--- src/rtl/ldpc_dec_vnode_engine_if.sv ---
// Bus bundle for the variable-node engine: cnode-message stream in, extrinsic stream out.
// Valid-only streams, no backpressure: the engine takes every cn_val beat, and vn_val marks each extrinsic for exactly one enabled cycle.
interface ldpc_dec_vnode_engine_if #(
    parameter int pLLR_W  = 4,
    parameter int pNODE_W = 5,
    parameter int pW      = 3,
    parameter int pZCNT_W = 8
);
    localparam int TCNT_W = $clog2(pW);

    logic                      cn_val;
    logic                      cn_sop;
    logic                      cn_eop;
    logic [pZCNT_W-1:0]        cn_zcnt;
    logic signed [pLLR_W-1:0]  cn_llr;
    logic                      cn_vmask;
    logic signed [pNODE_W-1:0] cn_msg;

    logic                      vn_val;
    logic                      vn_sop;
    logic                      vn_eop;
    logic signed [pNODE_W-1:0] vn_msg;
    logic [TCNT_W-1:0]         vn_tcnt;
    logic [pZCNT_W-1:0]        vn_zcnt;
    logic                      vn_hd;
    logic                      vn_busy;

    logic                      dbg_flush;
    logic                      dbg_eop_err;

    modport master (
        output cn_val, cn_sop, cn_eop, cn_zcnt, cn_llr, cn_vmask, cn_msg,
        input  vn_val, vn_sop, vn_eop, vn_msg, vn_tcnt, vn_zcnt, vn_hd, vn_busy,
        input  dbg_flush, dbg_eop_err
    );

    modport slave (
        input  cn_val, cn_sop, cn_eop, cn_zcnt, cn_llr, cn_vmask, cn_msg,
        output vn_val, vn_sop, vn_eop, vn_msg, vn_tcnt, vn_zcnt, vn_hd, vn_busy,
        output dbg_flush, dbg_eop_err
    );
endinterface

--- src/rtl/ldpc_dec_vnode_engine.sv ---
// LDPC variable-node engine: accumulates LLR plus pW cnode messages into one bank while the
// other bank is flushed as saturated extrinsics sum - r_ij with the hard decision.
module ldpc_dec_vnode_engine #(
    parameter int pLLR_W  = 4,
    parameter int pNODE_W = 5,
    parameter int pW      = 3,
    parameter int pZCNT_W = 8,
    parameter int pSUM_W  = pNODE_W + $clog2(pW + 1) + 1
) (
    input  logic                   iclk,
    input  logic                   ireset_n,
    input  logic                   iclkena,
    ldpc_dec_vnode_engine_if.slave bus
);
    localparam int                TCNT_W   = $clog2(pW);
    localparam logic [TCNT_W-1:0] LAST     = TCNT_W'(pW - 1);
    localparam logic [TCNT_W-1:0] PRE_LAST = TCNT_W'(pW - 2);

    typedef logic signed [pSUM_W-1:0]  sum_t;
    typedef logic signed [pNODE_W-1:0] node_t;

    localparam sum_t SAT_HI = sum_t'((2 ** (pNODE_W - 1)) - 1);
    localparam sum_t SAT_LO = -SAT_HI;

    typedef enum logic {IDLE = 1'b0, FLUSH = 1'b1} state_t;

    node_t              bank [2][pW];

    logic               grp_open;
    logic [TCNT_W-1:0]  tcnt_in;
    sum_t               acc;
    logic [pZCNT_W-1:0] grp_zcnt;
    logic               wr_bank;

    sum_t               flush_sum;
    logic [pZCNT_W-1:0] flush_zcnt;
    logic               flush_bank;
    logic               flush_pend;
    state_t             state;

    node_t              cn_c;
    sum_t               cn_ext;
    sum_t               llr_ext;
    sum_t               acc_nxt;
    logic [TCNT_W-1:0]  wr_idx;
    logic               accept;
    logic               close;
    logic               flush_take;
    logic [TCNT_W-1:0]  rd_idx;
    sum_t               ext_full;
    node_t              ext_sat;

    always_comb begin
        cn_c    = bus.cn_vmask ? node_t'(0) : bus.cn_msg;
        cn_ext  = sum_t'(cn_c);
        llr_ext = sum_t'(bus.cn_llr);
        wr_idx  = bus.cn_sop ? '0 : tcnt_in;
        accept  = bus.cn_val & (bus.cn_sop | grp_open);
        // The group closes purely on count; cn_eop is only cross-checked.
        close   = accept & (wr_idx == LAST);
        acc_nxt = (bus.cn_sop ? llr_ext : acc) + cn_ext;

        flush_take = flush_pend & ((state == IDLE) | (bus.vn_tcnt == LAST));
        rd_idx     = (flush_take || (bus.vn_tcnt == LAST)) ? '0 : bus.vn_tcnt + TCNT_W'(1);
        ext_full   = flush_sum - sum_t'(bank[flush_bank][rd_idx]);

        ext_sat = ext_full[pNODE_W-1:0];
        if (ext_full > SAT_HI) begin
            ext_sat = node_t'(SAT_HI);
        end else if (ext_full < SAT_LO) begin
            ext_sat = node_t'(SAT_LO);
        end
    end

    always_ff @(posedge iclk) begin
        if (iclkena && accept) begin
            bank[wr_bank][wr_idx] <= cn_c;
        end
    end

    always_ff @(posedge iclk or negedge ireset_n) begin
        if (!ireset_n) begin
            grp_open        <= 1'b0;
            tcnt_in         <= '0;
            acc             <= '0;
            grp_zcnt        <= '0;
            wr_bank         <= 1'b0;
            flush_sum       <= '0;
            flush_zcnt      <= '0;
            flush_bank      <= 1'b0;
            flush_pend      <= 1'b0;
            bus.dbg_eop_err <= 1'b0;
        end else if (iclkena) begin
            bus.dbg_eop_err <= accept & (bus.cn_eop != close);
            if (flush_take) begin
                flush_pend <= 1'b0;
            end
            if (accept) begin
                acc <= acc_nxt;
                if (bus.cn_sop) begin
                    grp_zcnt <= bus.cn_zcnt;
                end
                if (close) begin
                    grp_open   <= 1'b0;
                    tcnt_in    <= '0;
                    wr_bank    <= ~wr_bank;
                    flush_sum  <= acc_nxt;
                    flush_zcnt <= bus.cn_sop ? bus.cn_zcnt : grp_zcnt;
                    flush_bank <= wr_bank;
                    flush_pend <= 1'b1;
                end else begin
                    grp_open <= 1'b1;
                    tcnt_in  <= wr_idx + TCNT_W'(1);
                end
            end
        end
    end

    // vn_tcnt doubles as the flush index j.
    always_ff @(posedge iclk or negedge ireset_n) begin
        if (!ireset_n) begin
            state       <= IDLE;
            bus.vn_val  <= 1'b0;
            bus.vn_sop  <= 1'b0;
            bus.vn_eop  <= 1'b0;
            bus.vn_msg  <= '0;
            bus.vn_tcnt <= '0;
            bus.vn_zcnt <= '0;
            bus.vn_hd   <= 1'b0;
            bus.vn_busy <= 1'b0;
        end else if (iclkena) begin
            if (flush_take) begin
                state       <= FLUSH;
                bus.vn_val  <= 1'b1;
                bus.vn_sop  <= 1'b1;
                bus.vn_eop  <= (LAST == '0);
                bus.vn_msg  <= ext_sat;
                bus.vn_tcnt <= '0;
                bus.vn_zcnt <= flush_zcnt;
                bus.vn_hd   <= flush_sum[pSUM_W-1];
                bus.vn_busy <= 1'b1;
            end else if ((state == FLUSH) && (bus.vn_tcnt != LAST)) begin
                bus.vn_sop  <= 1'b0;
                bus.vn_eop  <= (bus.vn_tcnt == PRE_LAST);
                bus.vn_msg  <= ext_sat;
                bus.vn_tcnt <= bus.vn_tcnt + TCNT_W'(1);
            end else begin
                state       <= IDLE;
                bus.vn_val  <= 1'b0;
                bus.vn_sop  <= 1'b0;
                bus.vn_eop  <= 1'b0;
                bus.vn_busy <= 1'b0;
            end
        end
    end

    assign bus.dbg_flush = (state == FLUSH);
endmodule

--- src/flat_wrapper.sv ---
// flat-port wrapper written by rule: the top's interface ports become plain ports
module ldpc_dec_vnode_engine_flat 
#(
    parameter int pLLR_W  = 4,
    parameter int pNODE_W = 5,
    parameter int pW      = 3,
    parameter int pZCNT_W = 8,
    parameter int pSUM_W  = pNODE_W + $clog2(pW + 1) + 1
)
  (iclk, ireset_n, iclkena, bus_cn_val, bus_cn_sop, bus_cn_eop, bus_cn_zcnt, bus_cn_llr, bus_cn_vmask, bus_cn_msg, bus_vn_val, bus_vn_sop, bus_vn_eop, bus_vn_msg, bus_vn_tcnt, bus_vn_zcnt, bus_vn_hd, bus_vn_busy, bus_dbg_flush, bus_dbg_eop_err);
  ldpc_dec_vnode_engine_if #(.pLLR_W(pLLR_W), .pNODE_W(pNODE_W), .pW(pW), .pZCNT_W(pZCNT_W)) bus_i ();
  input  logic iclk;
  input  logic ireset_n;
  input  logic iclkena;
  input wire logic [$bits(bus_i.cn_val)-1:0] bus_cn_val;
  input wire logic [$bits(bus_i.cn_sop)-1:0] bus_cn_sop;
  input wire logic [$bits(bus_i.cn_eop)-1:0] bus_cn_eop;
  input wire logic [$bits(bus_i.cn_zcnt)-1:0] bus_cn_zcnt;
  input wire logic [$bits(bus_i.cn_llr)-1:0] bus_cn_llr;
  input wire logic [$bits(bus_i.cn_vmask)-1:0] bus_cn_vmask;
  input wire logic [$bits(bus_i.cn_msg)-1:0] bus_cn_msg;
  output wire logic [$bits(bus_i.vn_val)-1:0] bus_vn_val;
  output wire logic [$bits(bus_i.vn_sop)-1:0] bus_vn_sop;
  output wire logic [$bits(bus_i.vn_eop)-1:0] bus_vn_eop;
  output wire logic [$bits(bus_i.vn_msg)-1:0] bus_vn_msg;
  output wire logic [$bits(bus_i.vn_tcnt)-1:0] bus_vn_tcnt;
  output wire logic [$bits(bus_i.vn_zcnt)-1:0] bus_vn_zcnt;
  output wire logic [$bits(bus_i.vn_hd)-1:0] bus_vn_hd;
  output wire logic [$bits(bus_i.vn_busy)-1:0] bus_vn_busy;
  output wire logic [$bits(bus_i.dbg_flush)-1:0] bus_dbg_flush;
  output wire logic [$bits(bus_i.dbg_eop_err)-1:0] bus_dbg_eop_err;
  assign bus_i.cn_val = bus_cn_val;
  assign bus_i.cn_sop = bus_cn_sop;
  assign bus_i.cn_eop = bus_cn_eop;
  assign bus_i.cn_zcnt = bus_cn_zcnt;
  assign bus_i.cn_llr = bus_cn_llr;
  assign bus_i.cn_vmask = bus_cn_vmask;
  assign bus_i.cn_msg = bus_cn_msg;
  assign bus_vn_val = bus_i.vn_val;
  assign bus_vn_sop = bus_i.vn_sop;
  assign bus_vn_eop = bus_i.vn_eop;
  assign bus_vn_msg = bus_i.vn_msg;
  assign bus_vn_tcnt = bus_i.vn_tcnt;
  assign bus_vn_zcnt = bus_i.vn_zcnt;
  assign bus_vn_hd = bus_i.vn_hd;
  assign bus_vn_busy = bus_i.vn_busy;
  assign bus_dbg_flush = bus_i.dbg_flush;
  assign bus_dbg_eop_err = bus_i.dbg_eop_err;
  ldpc_dec_vnode_engine #(.pLLR_W(pLLR_W), .pNODE_W(pNODE_W), .pW(pW), .pZCNT_W(pZCNT_W), .pSUM_W(pSUM_W)) u_core (.iclk(iclk), .ireset_n(ireset_n), .iclkena(iclkena), .bus(bus_i));
endmodule
--- config.mk ---
export PLATFORM = sky130hd
export DESIGN_NAME = ldpc_dec_vnode_engine_flat
export DESIGN_NICKNAME = d
export VERILOG_FILES = /design/src/rtl/ldpc_dec_vnode_engine_if.sv /design/src/rtl/ldpc_dec_vnode_engine.sv /design/src/flat_wrapper.sv
export SDC_FILE = /design/constraint.sdc
export NUM_CORES = 1
export LEC_CHECK = 0
export BUFFER_PORTS_ARGS = -buffer_cell sky130_fd_sc_hd__clkbuf_2
export CORE_ASPECT_RATIO = 1.25
export CORE_UTILIZATION = 45
export CTS_BUF_LIST = sky130_fd_sc_hd__clkbuf_2
export CTS_CLUSTER_SIZE = 40
export DETAILED_ROUTE_END_ITERATION = 6
export SYNTH_ARGS = -nofsm -noshare
export SYNTH_HDL_FRONTEND = slang
export SYNTH_SLANG_ARGS = --single-unit
--- constraint.sdc ---
create_clock -name iclk -period 3.94 [get_ports iclk]
set_input_delay 0.591 -clock iclk [delete_from_list [all_inputs] [get_ports iclk]]
set_output_delay 0.591 -clock iclk [all_outputs]
set_load 0.01 [all_outputs]
==> impl_metrics.ini, run 1 <==
[clock_tree]
cts_buffers = 9
clkSinkCount = 88
cts_tree = done
clk_latency_ns = 0.55
cts-hold-fix-buffers = 0
clk_pin_slew_ns = 0.24
cts_root_buf = clkbuf_2
h-tree-depth = 3
clockBufferDepth = 2

[floorplanning]
fp.dieW_microns = 89.45
core-area_sq_mm = 0.009223
die_area_sq_mm = 0.009957
initial_core_util_pct = 46.64
ioPinCount = 46
die_h_microns = 111.3
placementRows = 39

[power]
power.internal_mw = 2.097
power.density_mw_per_mm2 = 729.9
comb_power_share_pct = 50.8
p_clk_share_pct = 13.2
pwr-share-seq_pct = 36.0
p_leak_nw = 2.158
swShare_pct = 40.20
p_switching_mw = 1.409
vdd.ir_drop.worst_uv = 297.6

[worst_setup_path]
path_cells = nand2b_1 > nand2_4 > mux4_2 > a22o_1 > ha_1 > fa_1 > nand2b_1 > a21oi_1 > xnor2_1 > or4b_1 > mux2i_1 > a31oi_1
slowest_stage = or4b_1
path_max_fanout = 8
cp_common_cell = nand2b_1
slowest_delay_ns = 0.52
r2r_start = u_core.bus.vn_val
crit_arrival_ns = 4.09
worst_ep_required_time_ns = 4.37
crit_path_start_kind = flip-flop
setup.worst_path.class = flip-flop to flip-flop
cp-end-kind = flip-flop
timing.rr.end = u_core.bus.vn_msg[0]
ff2ff_path_depth = 12
rrSetupSlack_ns = 0.29

[placement]
dp_slack_ns = 0.1093
post-dp-hpwl_mm = 6.061
place_congestion = 0.7812
io_buffer_count = 45

[sta]
fin_crit_sh_pct = 92.68
worstMarginPinSlew_ns = 0.7011
period_needed_ns = 3.652
fin_worst_skew_ns = 0.03413
finalSetupTns_ns = 0
max_freq_mhz = 273.8
layout_setup_ws_ns = 0.2884
slew_headroom_pct = 53.16
hold_violations = 0
slew_viol_final = 0
setup_violations = 0
grt_setup_unrepaired = no

[synthesis]
synth_cells = 367
synth_fa_ha_area_share_pct = 5.585
synth-simple-area-share_pct = 10.67
synth_commonest_cells = dfrtp_1, nand2_1, o21ai_0, edfxtp_1, mux2_2
seq_area_frac_synth_pct = 54.68
synth-compound-area-share_pct = 10.53
async_reset_ff_share_pct = 65.91
yosys.area.top_type_share_pct = 33.74
synth_top_family_by_area = multiplexers
yosys.area_share.xor_xnor_pct = 3.287
synth-main-ff-cell = dfrtp_1
synth_cell_type_count = 49
ys_ff_latch = 88
syn_area_sq_mm = 0.004302
yosysMostFrequentCell = dfrtp_1
ys_top_cells_by_area = dfrtp_1, edfxtp_1, mux2_2, ha_1, o21ai_0
ys_warn_count = 0
syn_area_per_cell_sq_um = 11.72
synth_nets = 409
synthMuxAreaShare_pct = 12.10
synth_top_cell_by_area = dfrtp_1
synth-edff-count = 30

[run_status]
outcome = finished clean

[grt]
grt.total_usage_pct = 18.40
overflow = 0
grt_max_degree = 37
grt_pass1_vias = 2910
grt_pass1_wl_mm = 13.68
antenna_found_initial = 0

[routing]
drtPass1Iterations = 4
wire_per_inst_microns = 14.71
routed_via_density = 5.193
wirelength_mm = 8.017
vias = 2830
first_iter_violations = 98
final_antenna_net_count = 0
drc = 0

[finish]
drive_gt1_share_pct = 25.12
area_growth_pct = 11.66
diodes = 0
multi_input_area_sq_mm = 0.001829
nNetsFinal = 459
seq_area_sq_mm = 0.002354
fillCellCount = 825

[job]
cap_violations = 0

[worst_hold_path]
min_path_type = input port to async pin
[state kept, by name, indices dropped and copies added (netlist names), 2 cells and up]
signal and count:
u_core.bus.vn_msg 5, u_core.tcnt_in 2, u_core.grp_zcnt 8, u_core.bus.vn_zcnt 8
u_core.flush_zcnt 8, u_core.bank 30, u_core.flush_sum 8, u_core.acc 8
u_core.bus.vn_tcnt 2
[metal layers]
layer	global-route usage (%)	wire length (microns)
met2	31.04	4098
met1	23.23	3588
met3	3.053	177
met4	7.302	153
met5	0	0
[worst max-delay path by stage]
stage,from,to,slack [ns],depth (start not counted)
detailed placement,u_core.bus.vn_tcnt[1],u_core.bus.vn_msg[0],0.11,13
floorplan,u_core.bus.vn_tcnt[0],u_core.bus.vn_msg[0],0.31,14
global placement,u_core.bus.vn_tcnt[1],u_core.bus.vn_msg[0],0.25,13
global route,u_core.bus.vn_val,u_core.bus.vn_msg[0],0.005,12
CTS,u_core.bus.vn_tcnt[1],u_core.bus.vn_msg[0],0.06,13
finish,u_core.bus.vn_val,u_core.bus.vn_msg[0],0.29,12
[cells in the final DEF (no fill, tap or decap), drive strengths merged, types with 4 or more instances in the layout]
cell / n
xor2: 6
mux2: 24
buf: 7
nand2b: 7
o21ai: 41
clkbuf: 55
a21o: 4
nand3: 4
nor2: 17
ha: 16
nand2: 42
inv: 21
mux4: 4
dfrtp: 58
edfxtp: 30
mux2i: 16
nor2b: 10
xnor2: 8
a21oi: 11
nor3: 9
[power by group through the flow]
| stage | Combinational, mW | Clock (mW) | Sequential (mW) |
|---|---|---|---|
| finish | 1.78 | 0.463 | 1.26 |
| global route | 2.03 | 0.513 | 1.29 |
| CTS | 1.78 | 0.481 | 1.27 |
| detailed placement | 1.77 | 0 | 1.29 |
| global placement | 1.74 | 0 | 1.27 |
| floorplan | 1.40 | 0 | 1.27 |
[worst max-delay path, delay by kind of cell (launching register included)]
family / cells / cell delay (ns)
AOI/OAI and AO/OA: 3 / 0.51
muxes: 2 / 0.64
DFF: 1 / 0.51
and+or+nand+nor: 4 / 1.11
adders and majority gates: 2 / 0.64
xor gates and xnor gates: 1 / 0.13
[cells by family (layout without fill, tap and decap cells)]
group / count (synthesis) / in the layout
DFF: 88 / 88
adders and majority gates: 18 / 18
xor gates and xnor gates: 14 / 14
buffers and inverters: 32 / 87
and+or+nand+nor: 96 / 96
AOI/OAI and AO/OA: 75 / 75
muxes: 44 / 44
[cell type report]
cell class | count | share of cell area (%)
clock inverter | 6 | 1.407
multi-input combinational | 247 | 38.08
inverter | 19 | 1.485
sequential | 88 | 49.00
tap | 123 | 3.204
timing repair buffer | 52 | 5.783
clock buffer | 10 | 1.042
[repair_timing]
item / CTS / global route
resized for setup: 0 / 5
setup buffers: 0 / 0
endpoints found under the setup margin: 0 / 4
[per-stage QoR]
step	instances	util [%]	hold slack (ns)	instance area [sq um]	total power, mW
finish	545	52.08	0.02585	4803	3.506
global route	545	52.08	0.03023	4803	3.838
CTS	545	51.91	0.005694	4787	3.529
detailed placement	529	50.63	0.4701	4669	3.058
global placement	529	50.63	0.4569	4669	3.011
floorplan	367	-	0.2954	4302	2.664
Note: power is estimated with default switching activity, not from simulation.
==> run 2: changes to the inputs <==
--- a/config.mk
+++ b/config.mk
@@ -5,7 +5,7 @@
 export SDC_FILE = /design/constraint.sdc
 export NUM_CORES = 1
 export LEC_CHECK = 0
-export BUFFER_PORTS_ARGS = -buffer_cell sky130_fd_sc_hd__clkbuf_2
+export BUFFER_PORTS_ARGS = -buffer_cell sky130_fd_sc_hd__buf_2
 export CORE_ASPECT_RATIO = 1.25
 export CORE_UTILIZATION = 45
 export CTS_BUF_LIST = sky130_fd_sc_hd__clkbuf_2
==> run 2 against run 1 <==
Against the previous run:
- worst setup slack gained 0.021 ns
- fmax grew 0.59%
- first-iteration DRC count grew 10%
- clock skew shrank 0.016 ns
- combinational power is essentially flat
- design area shrank 1.1%
- highest routed layer unchanged
==> impl_metrics.ini, run 2 (synthesis results as in run 1) <==
[finish]
final_common_cell = dfrtp_1
fin_cells = 543
layout_common_cells = dfrtp_1, buf_2, nand2_1
largest_register = u_core.bank
area_growth_pct = 10.44
drive_gt1_share_pct = 24.29
largest_register_ff_count = 30
diodes = 0
finish.utilization_pct = 51.51
nNetsFinal = 458

[power]
p_leak_nw = 2.150
vdd.ir_drop.worst_uv = 275.2
power.density_mw_per_mm2 = 715.0
finalPower_mw = 3.397

[sta]
hold_violations = 0
worstMarginPinSlew_ns = 0.9342
grt_setup_unrepaired = no
setup_violations = 0
fin_worst_skew_ns = 0.01778
period_needed_ns = 3.630
slew_headroom_pct = 37.72
fin_crit_sh_pct = 92.14
slew_viol_final = 0
max_freq_mhz = 275.5
finalSetupTns_ns = 0

[clock_tree]
cts_buffers = 9
h-tree-depth = 3
clkSinkCount = 88
cts_root_buf = clkbuf_2
clockBufferDepth = 2
cts_tree = done
cts_resized = 0
clk_latency_ns = 0.53
post_cts_buffers = 0
clk_pin_slew_ns = 0.22
cts-hold-fix-buffers = 0

[routing]
final_antenna_net_count = 0
wirelength_mm = 8.101
first_iter_violations = 108
drc = 0
wire_per_inst_microns = 14.92
vias = 2811
drtPass1Iterations = 4
routed_via_density = 5.177

[worst_setup_path]
path_max_fanout = 6
crit_path_start_kind = flip-flop
slowest_delay_ns = 0.53
setup.worst_path.class = flip-flop to flip-flop
ff2ff_path_depth = 14
crit_arrival_ns = 4.05
worst_ep_required_time_ns = 4.36
path_cells = inv_1 > ha_2 > nor2_4 > nand2_4 > mux4_2 > a22o_1 > ha_1 > fa_1 > nand2b_1 > a21oi_1 > xnor2_1 > or4b_1 > mux2i_1 > a31oi_1
rrSetupSlack_ns = 0.31
slowest_stage = or4b_1
cp-end-kind = flip-flop

[floorplanning]
fp.dieW_microns = 89.45
die_h_microns = 111.3
placementRows = 39
initial_core_util_pct = 46.64
die_area_sq_mm = 0.009957
ioPinCount = 46
core-area_sq_mm = 0.009223

[grt]
grt_max_degree = 41
antenna_found_initial = 0
overflow = 0
grt_pass1_vias = 2878
grt_pass1_wl_mm = 13.63
grt.total_usage_pct = 18.45

[placement]
post-dp-hpwl_mm = 6.050
placed_cells = 528
place_congestion = 0.7529
io_buffer_count = 45

[worst_hold_path]
min_path_type = input port to async pin

[run_status]
outcome = finished clean

[job]
cap_violations = 0
## run 2: cell types whose count changed in the layout (fill, tap and decap cells not counted), sizes merged
cell      delta
clkinv       +1
clkbuf      -45
bufinv       -1
buf         +44
clkinvlp     -1
## run 2: path summary, 6_finish.rpt
kind                                             from                   end
worst max-delay path            u_core.bus.vn_tcnt[0]  u_core.bus.vn_msg[0]
worst min-delay path                         ireset_n  u_core.bus.vn_msg[2]
worst max register to register  u_core.bus.vn_tcnt[0]  u_core.bus.vn_msg[0]
worst min register to register   u_core.flush_zcnt[7]  u_core.flush_zcnt[7]
max in group asynchronous                    ireset_n       u_core.grp_open
min in group iclk                          bus_cn_val       u_core.grp_open
## run 2: power by group
part | total, mW | switching [mW] | internal, mW
clock | 0.361 | 0.284 | 0.0775
sequential | 1.26 | 0.125 | 1.13
combinational | 1.78 | 0.970 | 0.807
## run 2: final cells by class
type / count / area [sq um]
clock inverters: 5 / 23.77
flip-flops and latches: 88 / 2352
clock buffers: 10 / 50.05
well taps: 123 / 153.9
repair buffers: 51 / 270.3
inverters: 19 / 71.32
fillers: 827 / 4472
multi-input cells: 247 / 1829
## run 2: layer usage
metal	global-route usage, %	routed length [microns]	vias up
li1	-	-	1413
met1	22.45	3575	1360
met2	32.01	4234	31
met3	3.872	192	7
met4	6.032	98	0
met5	0	0	-
## run 2: per-stage QoR
stage	setup slack, ns	cell area [sq um]	hold WS [ns]
final	0.3097	4751	0.1579
after global routing	0.05230	4751	0.1814
after CTS	0.1034	4736	0.1625
after detailed placement	0.1442	4662	0.4699
after global placement	0.2565	4662	0.4585
after floorplan	0.3072	4302	0.2954
## run 2: worst max-delay path, delay by kind of cell (launching register included)
family | cells | cell delay [ns]
flops | 1 | 0.43
xor+xnor | 1 | 0.13
mux | 2 | 0.64
buf+inv | 1 | 0.06
compound gates | 3 | 0.49
fa+ha+maj | 3 | 0.86
simple gates | 4 | 0.90
==> run 3: changes to the inputs <==
--- a/config.mk
+++ b/config.mk
@@ -7,10 +7,11 @@
 export LEC_CHECK = 0
 export BUFFER_PORTS_ARGS = -buffer_cell sky130_fd_sc_hd__buf_2
 export CORE_ASPECT_RATIO = 1.25
-export CORE_UTILIZATION = 45
+export CORE_UTILIZATION = 60
 export CTS_BUF_LIST = sky130_fd_sc_hd__clkbuf_2
 export CTS_CLUSTER_SIZE = 40
 export DETAILED_ROUTE_END_ITERATION = 6
+export PLACE_DENSITY = 0.81
 export SYNTH_ARGS = -nofsm -noshare
 export SYNTH_HDL_FRONTEND = slang
 export SYNTH_SLANG_ARGS = --single-unit
==> run 3 against run 2 <==
Against the previous run:
- routed wire length shrank 0.14%
- first-iteration DRC count grew 8.3%
- highest routed layer unchanged
- sequential power is essentially flat
- critical path depth is the same
- largest cell class unchanged
- sequential cell count is the same
==> impl_metrics.ini, run 3 (synthesis results as in run 1) <==
[finish]
seq_area_sq_mm = 0.002354
fillCellCount = 498
layout_common_cells = dfrtp_1, buf_2, nand2_1
final_cell_area_sq_mm = 0.004796
final_common_cell = dfrtp_1
nNetsFinal = 457
fin_cells = 510
drive_gt1_share_pct = 25.48
largest_register_ff_count = 30
diodes = 0
largest_register = u_core.bank
multi_input_area_sq_mm = 0.001853
area_growth_pct = 11.49

[power]
p_leak_nw = 2.182
finalPower_mw = 3.709
vdd.ir_drop.worst_uv = 517.8
power.density_mw_per_mm2 = 773.5

[floorplanning]
fp.dieW_microns = 77.74
die_area_sq_mm = 0.007514
core-area_sq_mm = 0.006934
die_h_microns = 96.67
ioPinCount = 46
initial_core_util_pct = 62.04
placementRows = 34

[sta]
max_freq_mhz = 268.3
period_needed_ns = 3.727
worstMarginPinSlew_ns = 0.7698
slew_viol_final = 0
fin_crit_sh_pct = 94.60
grt_setup_unrepaired = no
slew_headroom_pct = 48.58
hold_violations = 0
fin_worst_skew_ns = 0.02907
setup_violations = 0
finalSetupTns_ns = 0

[job]
cap_violations = 0

[worst_setup_path]
path_delay_family = simple AND/OR/NAND/NOR gates
path_max_fanout = 6
crit_path_start_kind = flip-flop
slowest_stage = mux4_2
crit_arrival_ns = 4.16
path_cells = inv_1 > ha_2 > nor2_4 > nand2_2 > mux4_2 > a22o_1 > ha_1 > fa_1 > nand2b_1 > a21oi_2 > xnor2_2 > or4b_1 > mux2i_1 > a31oi_1
cp-end-kind = flip-flop
worst_ep_required_time_ns = 4.37
setup.worst_path.class = flip-flop to flip-flop
worst-path-buf-inv = 1
slowest_delay_ns = 0.52

[clock_tree]
clkSinkCount = 88
post_cts_buffers = 0
cts_buffers = 9
clockBufferDepth = 2
h-tree-depth = 3
clk_pin_slew_ns = 0.24
cts_root_buf = clkbuf_2
clk_latency_ns = 0.55
cts_tree = done

[routing]
final_antenna_net_count = 0
drc = 0
wire_per_inst_microns = 15.86
drtPass1Iterations = 5
vias = 2876
wirelength_mm = 8.090
routed_via_density = 5.639
first_iter_violations = 117

[grt]
grt_pass1_vias = 2912
use_met3_pct = 4.528
grt_use_met2_pct = 40.30
grt_max_degree = 37
busiest_layer = met2
grt.total_usage_pct = 23.64
overflow = 0
antenna_found_initial = 0
grt_pass1_wl_mm = 13.52
use_met1_pct = 29.61

[worst_hold_path]
min_path_type = input port to flip-flop

[placement]
io_buffer_count = 45
placed_area_sq_mm = 0.004606
placed_cells = 493
place_congestion = 0.8288
post-dp-hpwl_mm = 6.012

[run_status]
outcome = finished clean
## run 3: final timing paths
| check | from | endpoint | slack (ns) | cells past startpoint |
|---|---|---|---|---|
| worst max register to register | u_core.bus.vn_tcnt[0] | u_core.bus.vn_msg[0] | 0.21 | 14 |
| worst max-delay path | u_core.bus.vn_tcnt[0] | u_core.bus.vn_msg[0] | 0.21 | 14 |
| worst min-delay path | bus_cn_val | u_core.grp_open | 0.25 | 2 |
| min in group asynchronous | ireset_n | u_core.grp_zcnt[0] | 0.52 | 2 |
| worst min register to register | u_core.flush_zcnt[6] | u_core.flush_zcnt[6] | 0.51 | 2 |
| max in group asynchronous | ireset_n | u_core.bus.vn_tcnt[0] | 2.54 | 3 |
## run 3: repair_timing
action	4_1_cts	5_1_grt
hold buffers	1	0
hold endpoints to repair	4	0
gates resized for setup	0	9
setup endpoints to repair	0	4
## run 3: metal layers
| layer | vias up | part of all wire (%) | wire (microns) |
|---|---|---|---|
| li1 | 1406 | - | - |
| met1 | 1392 | 43 | 3485 |
| met2 | 65 | 51 | 4123 |
| met3 | 13 | 3.8 | 311 |
| met4 | 0 | 2.1 | 170 |
| met5 | - | 0 | 0 |
## run 3: layout make-up
type | count | area share, %
Sequential cell | 88 | 49.07
Timing Repair Buffer | 50 | 5.531
Clock inverter | 6 | 1.878
Inverter | 19 | 1.487
Clock buffer | 10 | 1.044
Tap cell | 90 | 2.348
Multi-Input combinational cell | 247 | 38.64
## run 3: through the flow
step           hold slack (ns)  setup WS [ns]  util (%)
6_report                0.2488         0.2128     69.16
3_3_place_gp            0.4574         0.2689     66.42
3_5_place_dp            0.4663         0.1243     66.42
5_1_grt                 0.2133       0.008114     69.16
4_1_cts                 0.2298        0.08704     68.59
2_1_floorplan           0.2954         0.3072         -
## run 3: report_power, final
part	leakage (nW)	internal, mW	switching (mW)	total (mW)
clock	0.0878	0.219	0.320	0.539
sequential	1.02	1.13	0.136	1.27
combinational	1.08	0.859	1.04	1.90
## run 3: worst register-to-register path: cells and delay by family, from the launching register on
| family | cells | cell delay [ns] |
|---|---|---|
| and+or+nand+nor | 4 | 0.90 |
| DFF | 1 | 0.50 |
| muxes | 2 | 0.66 |
| adders and majority gates | 3 | 0.86 |
| AOI/OAI and AO/OA | 3 | 0.52 |
| xor gates and xnor gates | 1 | 0.11 |
| buffers and inverters | 1 | 0.08 |
